--- src/rtl/reg_dump_reader.sv ---
// -----------------------------------------------------------------------------
// reg_dump_reader
//
// Streams a contiguous, possibly wrapping range of register-file entries out
// over a valid/ready interface.  One register is read per READ cycle through a
// combinational read port. The captured word is then held in SEND until the
// consumer takes it.  At most one word is emitted every two cycles.
//
// Optional feature (macro REG_DUMP_CKSUM_EN):
//   When defined, the module keeps a mod-2^DATA_W sum of every accepted
//   register word. After the last register it appends one extra word carrying
//   that sum, with dout_addr = 0 and dout_last = 1. The last register word then
//   has dout_last = 0.
//   When undefined, no accumulator or CKSUM state is built.
//
// Ports:
//   clk         in   single clock, rising edge
//   rst         in   synchronous active-high reset
//   start       in   one-cycle dump request, honoured only when idle
//   start_addr  in   first register of the range (sampled with start)
//   end_addr    in   last register of the range (sampled with start)
//   raddr       out  register-file read address (always equals current addr)
//   rdata       in   combinational register-file read data for raddr
//   dout        out  streamed word
//   dout_addr   out  register index of dout (0 for the checksum word)
//   dout_valid  out  dout / dout_addr / dout_last are valid
//   dout_ready  in   consumer accepts the word when valid and ready are high
//   dout_last   out  final word of the dump
//   busy        out  dump in progress
//   done        out  one-cycle pulse after the final word is accepted
// -----------------------------------------------------------------------------
module reg_dump_reader #(
    parameter int ADDR_W = 5,
    parameter int DATA_W = 32
) (
    input  logic              clk,
    input  logic              rst,
    input  logic              start,
    input  logic [ADDR_W-1:0] start_addr,
    input  logic [ADDR_W-1:0] end_addr,
    output logic [ADDR_W-1:0] raddr,
    input  logic [DATA_W-1:0] rdata,
    output logic [DATA_W-1:0] dout,
    output logic [ADDR_W-1:0] dout_addr,
    output logic              dout_valid,
    input  logic              dout_ready,
    output logic              dout_last,
    output logic              busy,
    output logic              done
);

    typedef enum logic [2:0] {
        IDLE  = 3'd0,
        READ  = 3'd1,
        SEND  = 3'd2,
`ifdef REG_DUMP_CKSUM_EN
        CKSUM = 3'd4,
`endif
        DONE  = 3'd3
    } state_t;

    state_t            r_state;
    state_t            w_state_next;
    logic [ADDR_W-1:0] r_addr;
    logic [ADDR_W-1:0] w_addr_next;
    logic [ADDR_W-1:0] r_end_addr;
    logic [ADDR_W-1:0] w_end_addr_next;
    logic [DATA_W-1:0] r_dout;
    logic [DATA_W-1:0] w_dout_next;
    logic [ADDR_W-1:0] r_dout_addr;
    logic [ADDR_W-1:0] w_dout_addr_next;
    logic              r_dout_valid;
    logic              w_dout_valid_next;
    logic              r_dout_last;
    logic              w_dout_last_next;
    logic              r_busy;
    logic              w_busy_next;
    logic              r_done;
    logic              w_done_next;
    logic              w_at_end;
`ifdef REG_DUMP_CKSUM_EN
    logic [DATA_W-1:0] r_cksum;
    logic [DATA_W-1:0] w_cksum_next;
`endif

    // All outputs come straight from registers.
    assign raddr      = r_addr;
    assign dout       = r_dout;
    assign dout_addr  = r_dout_addr;
    assign dout_valid = r_dout_valid;
    assign dout_last  = r_dout_last;
    assign busy       = r_busy;
    assign done       = r_done;

    // Range termination is an address match, so a wrapping range ends naturally.
    assign w_at_end = (r_addr == r_end_addr);

    // Next-state and next-register-value logic for the dump sequencer.
    always_comb begin
        w_state_next      = r_state;
        w_addr_next       = r_addr;
        w_end_addr_next   = r_end_addr;
        w_dout_next       = r_dout;
        w_dout_addr_next  = r_dout_addr;
        w_dout_valid_next = 1'b0;
        w_dout_last_next  = 1'b0;
        w_busy_next       = r_busy;
        w_done_next       = 1'b0;
`ifdef REG_DUMP_CKSUM_EN
        w_cksum_next      = r_cksum;
`endif
        case (r_state)
            IDLE: begin
                if (start) begin
                    w_state_next    = READ;
                    w_addr_next     = start_addr;
                    w_end_addr_next = end_addr;
                    w_busy_next     = 1'b1;
`ifdef REG_DUMP_CKSUM_EN
                    w_cksum_next    = {DATA_W{1'b0}};
`endif
                end else begin
                    w_busy_next     = 1'b0;
                end
            end
            READ: begin
                // Capture the combinational read data; it appears one cycle later.
                w_state_next      = SEND;
                w_dout_next       = rdata;
                w_dout_addr_next  = r_addr;
                w_dout_valid_next = 1'b1;
`ifdef REG_DUMP_CKSUM_EN
                w_dout_last_next  = 1'b0;
`else
                w_dout_last_next  = w_at_end;
`endif
                w_busy_next       = 1'b1;
            end
            SEND: begin
                if (dout_ready) begin
`ifdef REG_DUMP_CKSUM_EN
                    w_cksum_next = r_cksum + r_dout;
`endif
                    if (w_at_end) begin
`ifdef REG_DUMP_CKSUM_EN
                        // Present the running sum, including this final word.
                        w_state_next      = CKSUM;
                        w_dout_next       = r_cksum + r_dout;
                        w_dout_addr_next  = {ADDR_W{1'b0}};
                        w_dout_valid_next = 1'b1;
                        w_dout_last_next  = 1'b1;
                        w_busy_next       = 1'b1;
`else
                        w_state_next      = DONE;
                        w_busy_next       = 1'b0;
                        w_done_next       = 1'b1;
`endif
                    end else begin
                        // Increment wraps naturally at the address width.
                        w_state_next = READ;
                        w_addr_next  = r_addr + ADDR_W'(1);
                        w_busy_next  = 1'b1;
                    end
                end else begin
                    w_dout_valid_next = 1'b1;
                    w_dout_last_next  = r_dout_last;
                    w_busy_next       = 1'b1;
                end
            end
`ifdef REG_DUMP_CKSUM_EN
            CKSUM: begin
                if (dout_ready) begin
                    w_state_next = DONE;
                    w_busy_next  = 1'b0;
                    w_done_next  = 1'b1;
                end else begin
                    w_dout_valid_next = 1'b1;
                    w_dout_last_next  = 1'b1;
                    w_busy_next       = 1'b1;
                end
            end
`endif
            DONE: begin
                w_state_next = IDLE;
                w_busy_next  = 1'b0;
            end
            default: begin
                w_state_next = IDLE;
                w_busy_next  = 1'b0;
            end
        endcase
    end

    // State and datapath registers with synchronous reset.
    always_ff @(posedge clk) begin
        if (rst) begin
            r_state      <= IDLE;
            r_addr       <= {ADDR_W{1'b0}};
            r_end_addr   <= {ADDR_W{1'b0}};
            r_dout       <= {DATA_W{1'b0}};
            r_dout_addr  <= {ADDR_W{1'b0}};
            r_dout_valid <= 1'b0;
            r_dout_last  <= 1'b0;
            r_busy       <= 1'b0;
            r_done       <= 1'b0;
`ifdef REG_DUMP_CKSUM_EN
            r_cksum      <= {DATA_W{1'b0}};
`endif
        end else begin
            r_state      <= w_state_next;
            r_addr       <= w_addr_next;
            r_end_addr   <= w_end_addr_next;
            r_dout       <= w_dout_next;
            r_dout_addr  <= w_dout_addr_next;
            r_dout_valid <= w_dout_valid_next;
            r_dout_last  <= w_dout_last_next;
            r_busy       <= w_busy_next;
            r_done       <= w_done_next;
`ifdef REG_DUMP_CKSUM_EN
            r_cksum      <= w_cksum_next;
`endif
        end
    end

endmodule

--- config.mk ---
export PLATFORM = sky130hd
export DESIGN_NAME = reg_dump_reader
export DESIGN_NICKNAME = d
export VERILOG_FILES = /design/src/rtl/reg_dump_reader.sv
export SDC_FILE = /design/constraint.sdc
export NUM_CORES = 1
export LEC_CHECK = 0
export ABC_AREA = 1
export BUFFER_PORTS_ARGS = -buffer_cell sky130_fd_sc_hd__buf_2
export CORE_UTILIZATION = 45
export DETAILED_ROUTE_END_ITERATION = 8
export GPL_ROUTABILITY_DRIVEN = 0
export GPL_TIMING_DRIVEN = 0
export PLACE_DENSITY_LB_ADDON = 0.15
export SETUP_SLACK_MARGIN = 0.1
export SLEW_MARGIN = 20
export SYNTH_ARGS = -nofsm -noshare
export SYNTH_HDL_FRONTEND = slang
export SYNTH_SLANG_ARGS = --single-unit
--- constraint.sdc ---
create_clock -name clk -period 1.7 [get_ports clk]
set_input_delay 0.17 -clock clk [delete_from_list [all_inputs] [get_ports clk]]
set_output_delay 0.17 -clock clk [all_outputs]
set_load 0.1 [all_outputs]
==> results of run 1 <==
-- state kept, by name, indices dropped and copies added, names as in the netlist --
| register | cells |
|---|---|
| raddr | 5 |
| busy | 1 |
| dout_addr | 5 |
| dout_valid | 1 |
| dout | 32 |
| dout_last | 1 |
| done | 1 |
| r_state | 2 |
| r_end_addr | 5 |
-- repair_timing --
action | in CTS | in global routing
gates resized for setup | 4 | 12
setup endpoints to repair | 17 | 28
cloned | 0 | 1
pin swaps | 0 | 1
-- worst paths after layout --
check           startpoint             to  slack, ps
max             r_state[0]       raddr[4]        230
min              rdata[14]       dout[14]         80
max reg2reg     r_state[0]       raddr[4]        230
min reg2reg  r_end_addr[0]  r_end_addr[0]        480
-- placed cells by master (no fill, tap or decap), drive strengths merged --
cell    instances
buf            94
nor2           80
dfxtp          53
o21ai          44
nand2          33
clkbuf         17
a21oi          16
inv            15
nand3           8
ha              5
or2             4
clkinv          3
xor2            2
xnor2           1
nand4           1
mux2i           1
nand3b          1
o21bai          1
o21a            1
a31oi           1
nor3            1
o211ai          1
-- through the flow --
stage,instance area [um2],util
after CTS,2780,0.622
final,2820,0.629
after detailed placement,2680,0.598
after floorplan,2160,-
after global routing,2820,0.629
after global placement,2680,0.598
-- layout make-up --
| type | count | area (um2) | share of cell area |
|---|---|---|---|
| repair buffers | 91 | 455 | 0.162 |
| clock inverters | 2 | 13.8 | 0.00489 |
| plain buffers | 14 | 83.8 | 0.0298 |
| inverters | 16 | 61.3 | 0.0218 |
| well taps | 52 | 65.1 | 0.0231 |
| multi-input cells | 201 | 985 | 0.350 |
| clock buffers | 6 | 82.6 | 0.0293 |
| flip-flops and latches | 53 | 1070 | 0.380 |
-- metal layers --
layer / share of wire / routed length [um] / track usage
met1: 0.45 / 2310 / 0.258
met2: 0.48 / 2470 / 0.354
met3: 0.064 / 327 / 0.0641
met4: 0.0016 / 8 / 0.0489
met5: 0 / 0 / 0
-- worst min-delay path: cells and delay by family --
kind          cells  cell delay, ps
buf+inv           1              70
simple gates      2             110
-- cell families after synthesis --
kind of cell | Yosys count
XOR/XNOR | 3
flip-flops | 53
AND/OR/NAND/NOR | 127
adder cells (fa/ha/maj) | 5
buffers and inverters | 30
multiplexers | 1
AO/OA/AOI/OAI | 64
==> reports/summary.md, run 1 <==
Clock network
- post-cts hold buffer count: 0
- root buf cell: clkbuf_8
- Post-CTS Setup Bufs: 0
- clk_lat worst skew: 310 ps
- CTS tree: done
- CTS Buffer Depth: 2
- clk sinks: 53
- number of buffers created by CTS: 5
- CTS clk-pin slew, worst paths: 100 ps
- Clock H-tree levels: 2

Synthesis
- fraction of synthesized area in multiplexers: 0.00465
- number of distinct library cells after synthesis: 27
- share of Yosys cell area claimed by the top area cell type: 0.493
- main combinational cell family by area after synthesis: simple AND/OR/NAND/NOR gates
- Ys Warns: 0
- Cells after Synth: 283
- number of enable-type register cells in the synthesized netlist: 0
- Post-Syn Area: 2150 um2
- Avg Inst Size Synth: 7.60 um2
- synth cell count leaders: nor2_1, dfxtp_1, o21ai_0, nand2_1, a21oi_1
- share of the synthesized area in compound gates (AO/OA/AOI/OAI): 0.155
- top-count cell post-synth: nor2_1
- Net Count, Synth: 334
- Synth area leader: dfxtp_1
- fraction of registers with async set/reset: 0
- Adder-Cell Fraction of Synth Area: 0.0291
- Simple-Gate Fraction of Synth Area: 0.241
- post-synthesis share of cell area spent on xor and xnor gates: 0.0122
- proportion of synthesized chip area in sequential cells: 0.493
- ys flop type: dfxtp_1
- most area-consuming cells after synthesis: dfxtp_1, nor2_1, o21ai_0
- register bit count reported by yosys: 53

Critical path
- Max stage delay on crit path: 360 ps
- CP top delay family: simple AND/OR/NAND/NOR gates
- critical-path maximum fanout: 10
- instance count on the critical path: 8
- arrival time of the worst setup path: 1670 ps
- endpoint kind of the worst setup timing path: flop
- CP max-delay cell: dfxtp_2
- Most Frequent Cell on Critical Path: nand2_1
- path depth of the worst reg2reg path: 8
- cells traversed along the worst timing path: inv_1 -> ha_1 -> clkbuf_8 -> or2_2 -> nand2_1 -> nand3_1 -> nand2_1 -> nor2_1
- nature of the critical path startpoint: flop
- total buffers and inverters traversed by the critical path: 2
- data required time at the worst endpoint: 1900 ps
- Critical Setup Path Class: flop to flop

Placement
- total instance count after detailed placement: 426
- post-detailed-placement half-perimeter wirelength: 3.77 mm
- Worst Setup Slack post-DPL: 42.8 ps
- number of I/O port buffers: 91

Die
- Die Span X: 71.1 um
- area inside the core boundary: 4470 um2
- Initial Utilization: 0.481
- site row count: 24
- I/O Pins: 92
- DIE HEIGHT: 71.1 um
- Die Footprint: 5060 um2

Final layout
- fill count: 422
- proportion of layout cells with a drive suffix above 1: 0.342
- number of nets at the end of the flow: 433
- diode count: 0
- number of standard cells in the final layout excluding fillers: 435
- Syn-to-layout area delta: 30.9%

Timing
- clock period minus worst slack: 1470 ps
- final setup violation count: 0
- final hold vios: 0
- total count of max-transition violations in the final report: 0
- Slew headroom: 0.672
- slew of the pin with the lowest slew margin: 496 ps
- Post-Route Skew: 10.9 ps
- fmax: 681 MHz
- unrepaired setup endpoints after global routing: false
- TNS Setup: 0 ps
- Tcrit/Tclk final: 0.864
- final setup slack of the worst path: 232 ps
- Post-Route Hold Slack: 79.1 ps

Worst hold path
- hold crit path type: primary input to flop
- worst hold path cell count: 3

Detailed routing
- detail-routed via count per cell: 4.84
- residual DRC count: 4
- routed length per placed instance: 11.8 um
- 1st-iter DRT viols: 86
- remaining number of nets flagged by the antenna check after routing: 0
- number of iterations in the first detailed-routing pass: 6
- Via Count: 2106
- final routed wirelength across all metal layers: 5.12 mm

Outcome
- result of the run: finished, violations left
- violated checks: design-rule violations

GRT
- via count of the first global-routing pass: 1955
- total grt overflow: 0
- global-route wire length before repair: 8.40 mm
- number of antenna violations at the first check in global routing: 0
- Overall Global Routing Usage: 0.208
- pin count of the biggest net entering global routing: 17

Flow run
- Max-cap violations: 0

Power of run 1 is not shown: default switching activity piles up to over one toggle a cycle in this logic, so the estimate is an artifact.
==> inputs of run 2 (changes only) <==
==> constraint.sdc (replaced) <==
create_clock -name clk -period 1.7 [get_ports clk]
set_input_delay 0.085 -clock clk [delete_from_list [all_inputs] [get_ports clk]]
set_output_delay 0.085 -clock clk [all_outputs]
set_load 0.1 [all_outputs]
==> run 2 against run 1 <==
Effect of this change: the run still ends with design-rule violations left; flip-flop and latch count stayed put; design area increased by 5.5%; via count grew 2.9%; count of clock-buffer cells in the layout is the same; non-clock buffer count increased by 16; cell count grew 3.7%; register-to-register slack hardly changed; maximum frequency about the same; global-route usage up 1.1 points; first-iteration DRC count rose by 21%; wire length rose by 5.9%.
==> reports/summary.md, run 2 (synthesis results as in run 1) <==
Outcome
- violated checks: design-rule violations, unchanged
- result of the run: finished, violations left, unchanged

Detailed routing
- routed length per placed instance: 12.0 um, was 11.8 um
- remaining number of nets flagged by the antenna check after routing: 0, unchanged
- detail-routed via count per cell: 4.80, was 4.84
- number of iterations in the first detailed-routing pass: 6, unchanged
- residual DRC count: 4, unchanged
- 1st-iter DRT viols: 104, was 86
- Via Count: 2167, was 2106
- final routed wirelength across all metal layers: 5.42 mm, was 5.12 mm

Critical path
- cells traversed along the worst timing path: inv_1 -> ha_1 -> clkbuf_8 -> or2_2 -> nand2_1 -> nand3_1 -> nand2_1 -> nor2_1, unchanged
- CP max-delay cell: dfxtp_2, unchanged
- Max stage delay on crit path: 360 ps, about the same
- Critical Setup Path Class: flop to flop, unchanged
- path depth of the worst reg2reg path: 8, unchanged
- critical-path maximum fanout: 10, unchanged
- data required time at the worst endpoint: 1900 ps, about the same
- worst reg2reg startpoint: r_state[0], unchanged
- total buffers and inverters traversed by the critical path: 2, unchanged
- Most Frequent Cell on Critical Path: nand2_1, unchanged
- arrival time of the worst setup path: 1670 ps, about the same
- endpoint of the worst-slack reg-to-reg timing path: raddr[4], unchanged
- CP top delay family: simple AND/OR/NAND/NOR gates, unchanged
- Critical path origin: r_state[0], unchanged
- endpoint kind of the worst setup timing path: flop, unchanged
- Register-to-Register Setup Slack: 230 ps, about the same
- nature of the critical path startpoint: flop, unchanged

Die
- DIE HEIGHT: 71.1 um, unchanged
- I/O Pins: 92, unchanged
- site row count: 24, unchanged
- area inside the core boundary: 4470 um2, unchanged
- Die Footprint: 5060 um2, unchanged
- Die Span X: 71.1 um, unchanged
- Initial Utilization: 0.481, unchanged

Worst hold path
- startpoint of the most critical hold path: rdata[6], was rdata[14]
- worst hold path cell count: 3, unchanged
- hold crit path type: primary input to flop, unchanged
- destination of the worst hold path: dout[6], was dout[14]

Clock network
- clk_lat worst skew: 310 ps, about the same
- CTS tree: done, unchanged
- root buf cell: clkbuf_8, unchanged
- clk sinks: 53, unchanged
- number of buffers created by CTS: 5, unchanged
- CTS Buffer Depth: 2, unchanged
- CTS clk-pin slew, worst paths: 90 ps, was 100 ps
- Clock H-tree levels: 2, unchanged

Final layout
- sequential cell area in the final layout: 1070 um2, unchanged
- diode count: 0, unchanged
- proportion of layout cells with a drive suffix above 1: 0.323, was 0.342
- multi-input logic area: 980 um2, was 985 um2
- number of nets at the end of the flow: 449, was 433
- most common library cell in the layout ignoring fill and taps: buf_2, unchanged
- fill count: 412, was 422
- commonest non-fill, non-tap cells in the layout: buf_2, nor2_1, dfxtp_1, unchanged
- final design area excluding fillers: 2970 um2, was 2820 um2
- Syn-to-layout area delta: 38.2%, was 30.9%
- Largest register FFs: 32, unchanged
- core utilization of the finished layout: 0.664, was 0.629

GRT
- pin count of the biggest net entering global routing: 17, unchanged
- total grt overflow: 0, unchanged
- number of antenna violations at the first check in global routing: 0, unchanged
- Overall Global Routing Usage: 0.219, was 0.208
- global-route wire length before repair: 8.83 mm, was 8.40 mm
- via count of the first global-routing pass: 2041, was 1955

Timing
- fmax: 682 MHz, was 681 MHz
- Slew headroom: 0.672, about the same
- final setup slack of the worst path: 233 ps, was 232 ps
- Post-Route Skew: 9.21 ps, was 10.9 ps
- slew of the pin with the lowest slew margin: 496 ps, about the same
- final hold vios: 0, unchanged
- Tcrit/Tclk final: 0.863, was 0.864
- clock period minus worst slack: 1470 ps, about the same
- final setup violation count: 0, unchanged
- total count of max-transition violations in the final report: 0, unchanged
- TNS Setup: 0 ps, unchanged
- unrepaired setup endpoints after global routing: true, was false

Placement
- number of I/O port buffers: 91, unchanged
- post-detailed-placement half-perimeter wirelength: 3.77 mm, unchanged
- area of placed instances: 2680 um2, unchanged
- Worst Setup Slack post-DPL: 42.8 ps, unchanged

Flow run
- Max-cap violations: 0, unchanged

==> run 2: cell count changes in the layout (fill, tap and decap cells not counted), sizes merged <==
cell         previous run  this run
dlygate4sd3             0        16
==> run 2: worst min-delay path: stages <==
cell,delay [ps]
buf_2,70
nor2_1,30
nor2_1,80
==> run 2: how the worst max path moves through the flow <==
stage	cells after the start	to	slack, ps
after floorplan	8	raddr[3]	110
after detailed placement	8	raddr[2]	40
after global placement	8	raddr[2]	60
after global routing	6	dout[2]	80
after CTS	9	raddr[2]	140
final	8	raddr[4]	230
==> run 2: final cells by class <==
type | count | share of cell area
tap | 52 | 0.0219
multi-input combinational | 201 | 0.330
clock inverter | 2 | 0.00463
sequential | 53 | 0.360
clock buffer | 6 | 0.0278
timing repair buffer | 107 | 0.207
buffer | 14 | 0.0282
inverter | 16 | 0.0206
==> run 2: stage by stage <==
stage	hold WS [ps]	instances
3_5_place_dp	313	426
6_report	3.90	451
4_1_cts	0.276	450
2_1_floorplan	154	283
5_1_grt	3.13	451
3_3_place_gp	305	426
==> run 2: per-layer routing <==
metal  vias to the layer above  track usage  routed length (um)
met5                         -            0                   0
met4                         0       0.0511                  23
met3                         3       0.0641                 277
met2                        57        0.384                2690
met1                       968        0.264                2430
li1                       1139            -                   -
==> run 2: timing repair <==
item / CTS / global route
endpoints found under the setup margin: 17 / 27
endpoints found under the hold margin: 16 / 0
hold buffers: 16 / 0
pin swaps: 0 / 1
resized for setup: 4 / 10
setup buffers: 0 / 0
cloned: 0 / 1
Power of run 2 is left out for the same reason.
==> inputs of run 3 (changes only) <==
--- a/config.mk
+++ b/config.mk
@@ -10,7 +10,7 @@
 export CORE_UTILIZATION = 45
 export DETAILED_ROUTE_END_ITERATION = 8
 export GPL_ROUTABILITY_DRIVEN = 0
-export GPL_TIMING_DRIVEN = 0
+export GPL_TIMING_DRIVEN = 1
 export PLACE_DENSITY_LB_ADDON = 0.15
 export SETUP_SLACK_MARGIN = 0.1
 export SLEW_MARGIN = 20
==> constraint.sdc (replaced) <==
create_clock -name clk -period 1.4 [get_ports clk]
set_input_delay 0.07 -clock clk [delete_from_list [all_inputs] [get_ports clk]]
set_output_delay 0.07 -clock clk [all_outputs]
set_load 0.1 [all_outputs]
==> run 3 against run 2 <==
Effect of this change: setup slack worse by 160 ps; wire length is 10% higher; global-route usage is 2.7 points higher; the flow still finishes with violations (design-rule violations); flip-flop and latch count stayed put; highest routed layer unchanged.
==> reports/summary.md, run 3 (synthesis results as in run 1) <==
Critical path
- CP max-delay cell: dfxtp_4, was dfxtp_2
- nature of the critical path startpoint: flop, unchanged
- endpoint kind of the worst setup timing path: flop, unchanged
- data required time at the worst endpoint: 1630 ps, was 1900 ps
- endpoint of the worst-slack reg-to-reg timing path: raddr[0], was raddr[4]
- CP top delay family: simple AND/OR/NAND/NOR gates, unchanged
- Max stage delay on crit path: 400 ps, was 360 ps
- Most Frequent Cell on Critical Path: nor2_4, was nand2_1
- critical-path maximum fanout: 5, was 10
- Critical path origin: r_state[1], was r_state[0]
- total buffers and inverters traversed by the critical path: 2, unchanged
- Critical Setup Path Class: flop to flop, unchanged
- arrival time of the worst setup path: 1560 ps, was 1670 ps
- path depth of the worst reg2reg path: 8, unchanged
- cells traversed along the worst timing path: inv_6 -> ha_4 -> buf_4 -> nor2_4 -> nor2_4 -> nand3b_2 -> nand2_1 -> nor2_1, was inv_1 -> ha_1 -> clkbuf_8 -> or2_2 -> nand2_1 -> nand3_1 -> nand2_1 -> nor2_1
- worst reg2reg startpoint: r_state[1], was r_state[0]
- Register-to-Register Setup Slack: 70 ps, was 230 ps

Clock network
- root buf cell: clkbuf_8, unchanged
- CTS Buffer Depth: 2, unchanged
- Clock H-tree levels: 2, unchanged
- CTS clk-pin slew, worst paths: 90 ps, about the same
- CTS tree: done, unchanged
- clk sinks: 53, unchanged
- clk_lat worst skew: 300 ps, was 310 ps
- number of buffers created by CTS: 5, unchanged

Die
- Initial Utilization: 0.481, unchanged
- Die Footprint: 5060 um2, unchanged
- Die Span X: 71.1 um, unchanged
- area inside the core boundary: 4470 um2, unchanged
- site row count: 24, unchanged
- DIE HEIGHT: 71.1 um, unchanged
- I/O Pins: 92, unchanged

GRT
- pin count of the biggest net entering global routing: 50, was 17
- via count of the first global-routing pass: 2192, was 2041
- Overall Global Routing Usage: 0.246, was 0.219
- global-route wire length before repair: 9.82 mm, was 8.83 mm
- number of antenna violations at the first check in global routing: 0, unchanged
- total grt overflow: 0, unchanged

Final layout
- diode count: 0, unchanged
- fill count: 364, was 412
- sequential cell area in the final layout: 1090 um2, was 1070 um2
- number of nets at the end of the flow: 468, was 449
- Largest register FFs: 32, unchanged
- proportion of layout cells with a drive suffix above 1: 0.373, was 0.323
- number of standard cells in the final layout excluding fillers: 470, was 451
- most common library cell in the layout ignoring fill and taps: buf_2, unchanged
- Syn-to-layout area delta: 55.3%, was 38.2%
- commonest non-fill, non-tap cells in the layout: buf_2, nor2_1, dfxtp_1, unchanged
- multi-input logic area: 1090 um2, was 980 um2

Detailed routing
- Via Count: 2295, was 2167
- 1st-iter DRT viols: 125, was 104
- final routed wirelength across all metal layers: 5.97 mm, was 5.42 mm
- number of iterations in the first detailed-routing pass: 6, unchanged
- routed length per placed instance: 12.7 um, was 12.0 um
- detail-routed via count per cell: 4.88, was 4.80
- residual DRC count: 4, unchanged
- remaining number of nets flagged by the antenna check after routing: 0, unchanged

Timing
- fmax: 753 MHz, was 682 MHz
- final hold vios: 0, unchanged
- final setup violation count: 0, unchanged
- Tcrit/Tclk final: 0.948, was 0.863
- clock period minus worst slack: 1330 ps, was 1470 ps
- Slew headroom: 0.667, was 0.672
- unrepaired setup endpoints after global routing: true, unchanged
- Post-Route Skew: 3.61 ps, was 9.21 ps
- slew of the pin with the lowest slew margin: 503 ps, was 496 ps
- total count of max-transition violations in the final report: 0, unchanged
- final setup slack of the worst path: 72.1 ps, was 233 ps

Placement
- post-detailed-placement half-perimeter wirelength: 3.63 mm, was 3.77 mm
- number of I/O port buffers: 91, unchanged
- Worst Setup Slack post-DPL: -22.6 ps, was 42.8 ps
- total instance count after detailed placement: 428, was 426

Outcome
- result of the run: finished, violations left, unchanged
- violated checks: design-rule violations, unchanged

Worst hold path
- worst hold path cell count: 3, unchanged
- hold crit path type: primary input to flop, unchanged
- startpoint of the most critical hold path: rdata[17], was rdata[6]
- destination of the worst hold path: dout[17], was dout[6]

Flow run
- Max-cap violations: 0, unchanged

==> run 3: worst max path at each step <==
stage | endpoint | slack [ps] | depth (start not counted)
after CTS | dout_last | 70 | 7
after detailed placement | raddr[2] | -20 | 8
after global placement | raddr[1] | 50 | 8
after global routing | raddr[4] | 20 | 7
after floorplan | raddr[0] | 40 | 8
final | raddr[0] | 70 | 8
==> run 3: metal layers <==
| metal | up-vias | track usage | share of wire |
|---|---|---|---|
| met5 | - | 0 | 0 |
| met4 | 0 | 0.0844 | 0.017 |
| met3 | 10 | 0.0598 | 0.056 |
| met2 | 79 | 0.434 | 0.49 |
| met1 | 1028 | 0.292 | 0.43 |
| li1 | 1178 | - | - |
==> run 3: layout make-up <==
type,count,share of cell area
Multi-Input combinational cell,202,0.326
Sequential cell,53,0.325
Timing Repair Buffer,139,0.279
Clock buffer,7,0.0288
Inverter,16,0.0202
Tap cell,52,0.0195
Clock inverter,1,0.00150
==> run 3: worst register-to-register path: stages (launching register included) <==
cell and delay (ps):
dfxtp_4 400, inv_6 50, ha_4 160, buf_4 140
nor2_4 190, nor2_4 70, nand3b_2 90, nand2_1 50
nor2_1 110
==> run 3: what timing repair did <==
action	CTS	global route
setup endpoints to repair	36	49
resized for setup	20	16
endpoints found under the hold margin	30	0
pin swaps	7	10
buffers inserted	2	1
hold buffers	29	0
gates cloned	1	1
==> run 3: metrics by stage <==
stage                     setup TNS [ps]  hold WS (ps)   util  area, um2
after floorplan                        0           139      -       2190
after global placement                 0           290  0.619       2770
after detailed placement           -40.0           298  0.619       2770
after CTS                              0          5.88  0.729       3260
after global routing                   0          17.0  0.747       3340
final                                  0          4.03  0.747       3340
Power of run 3 is left out for the same reason.
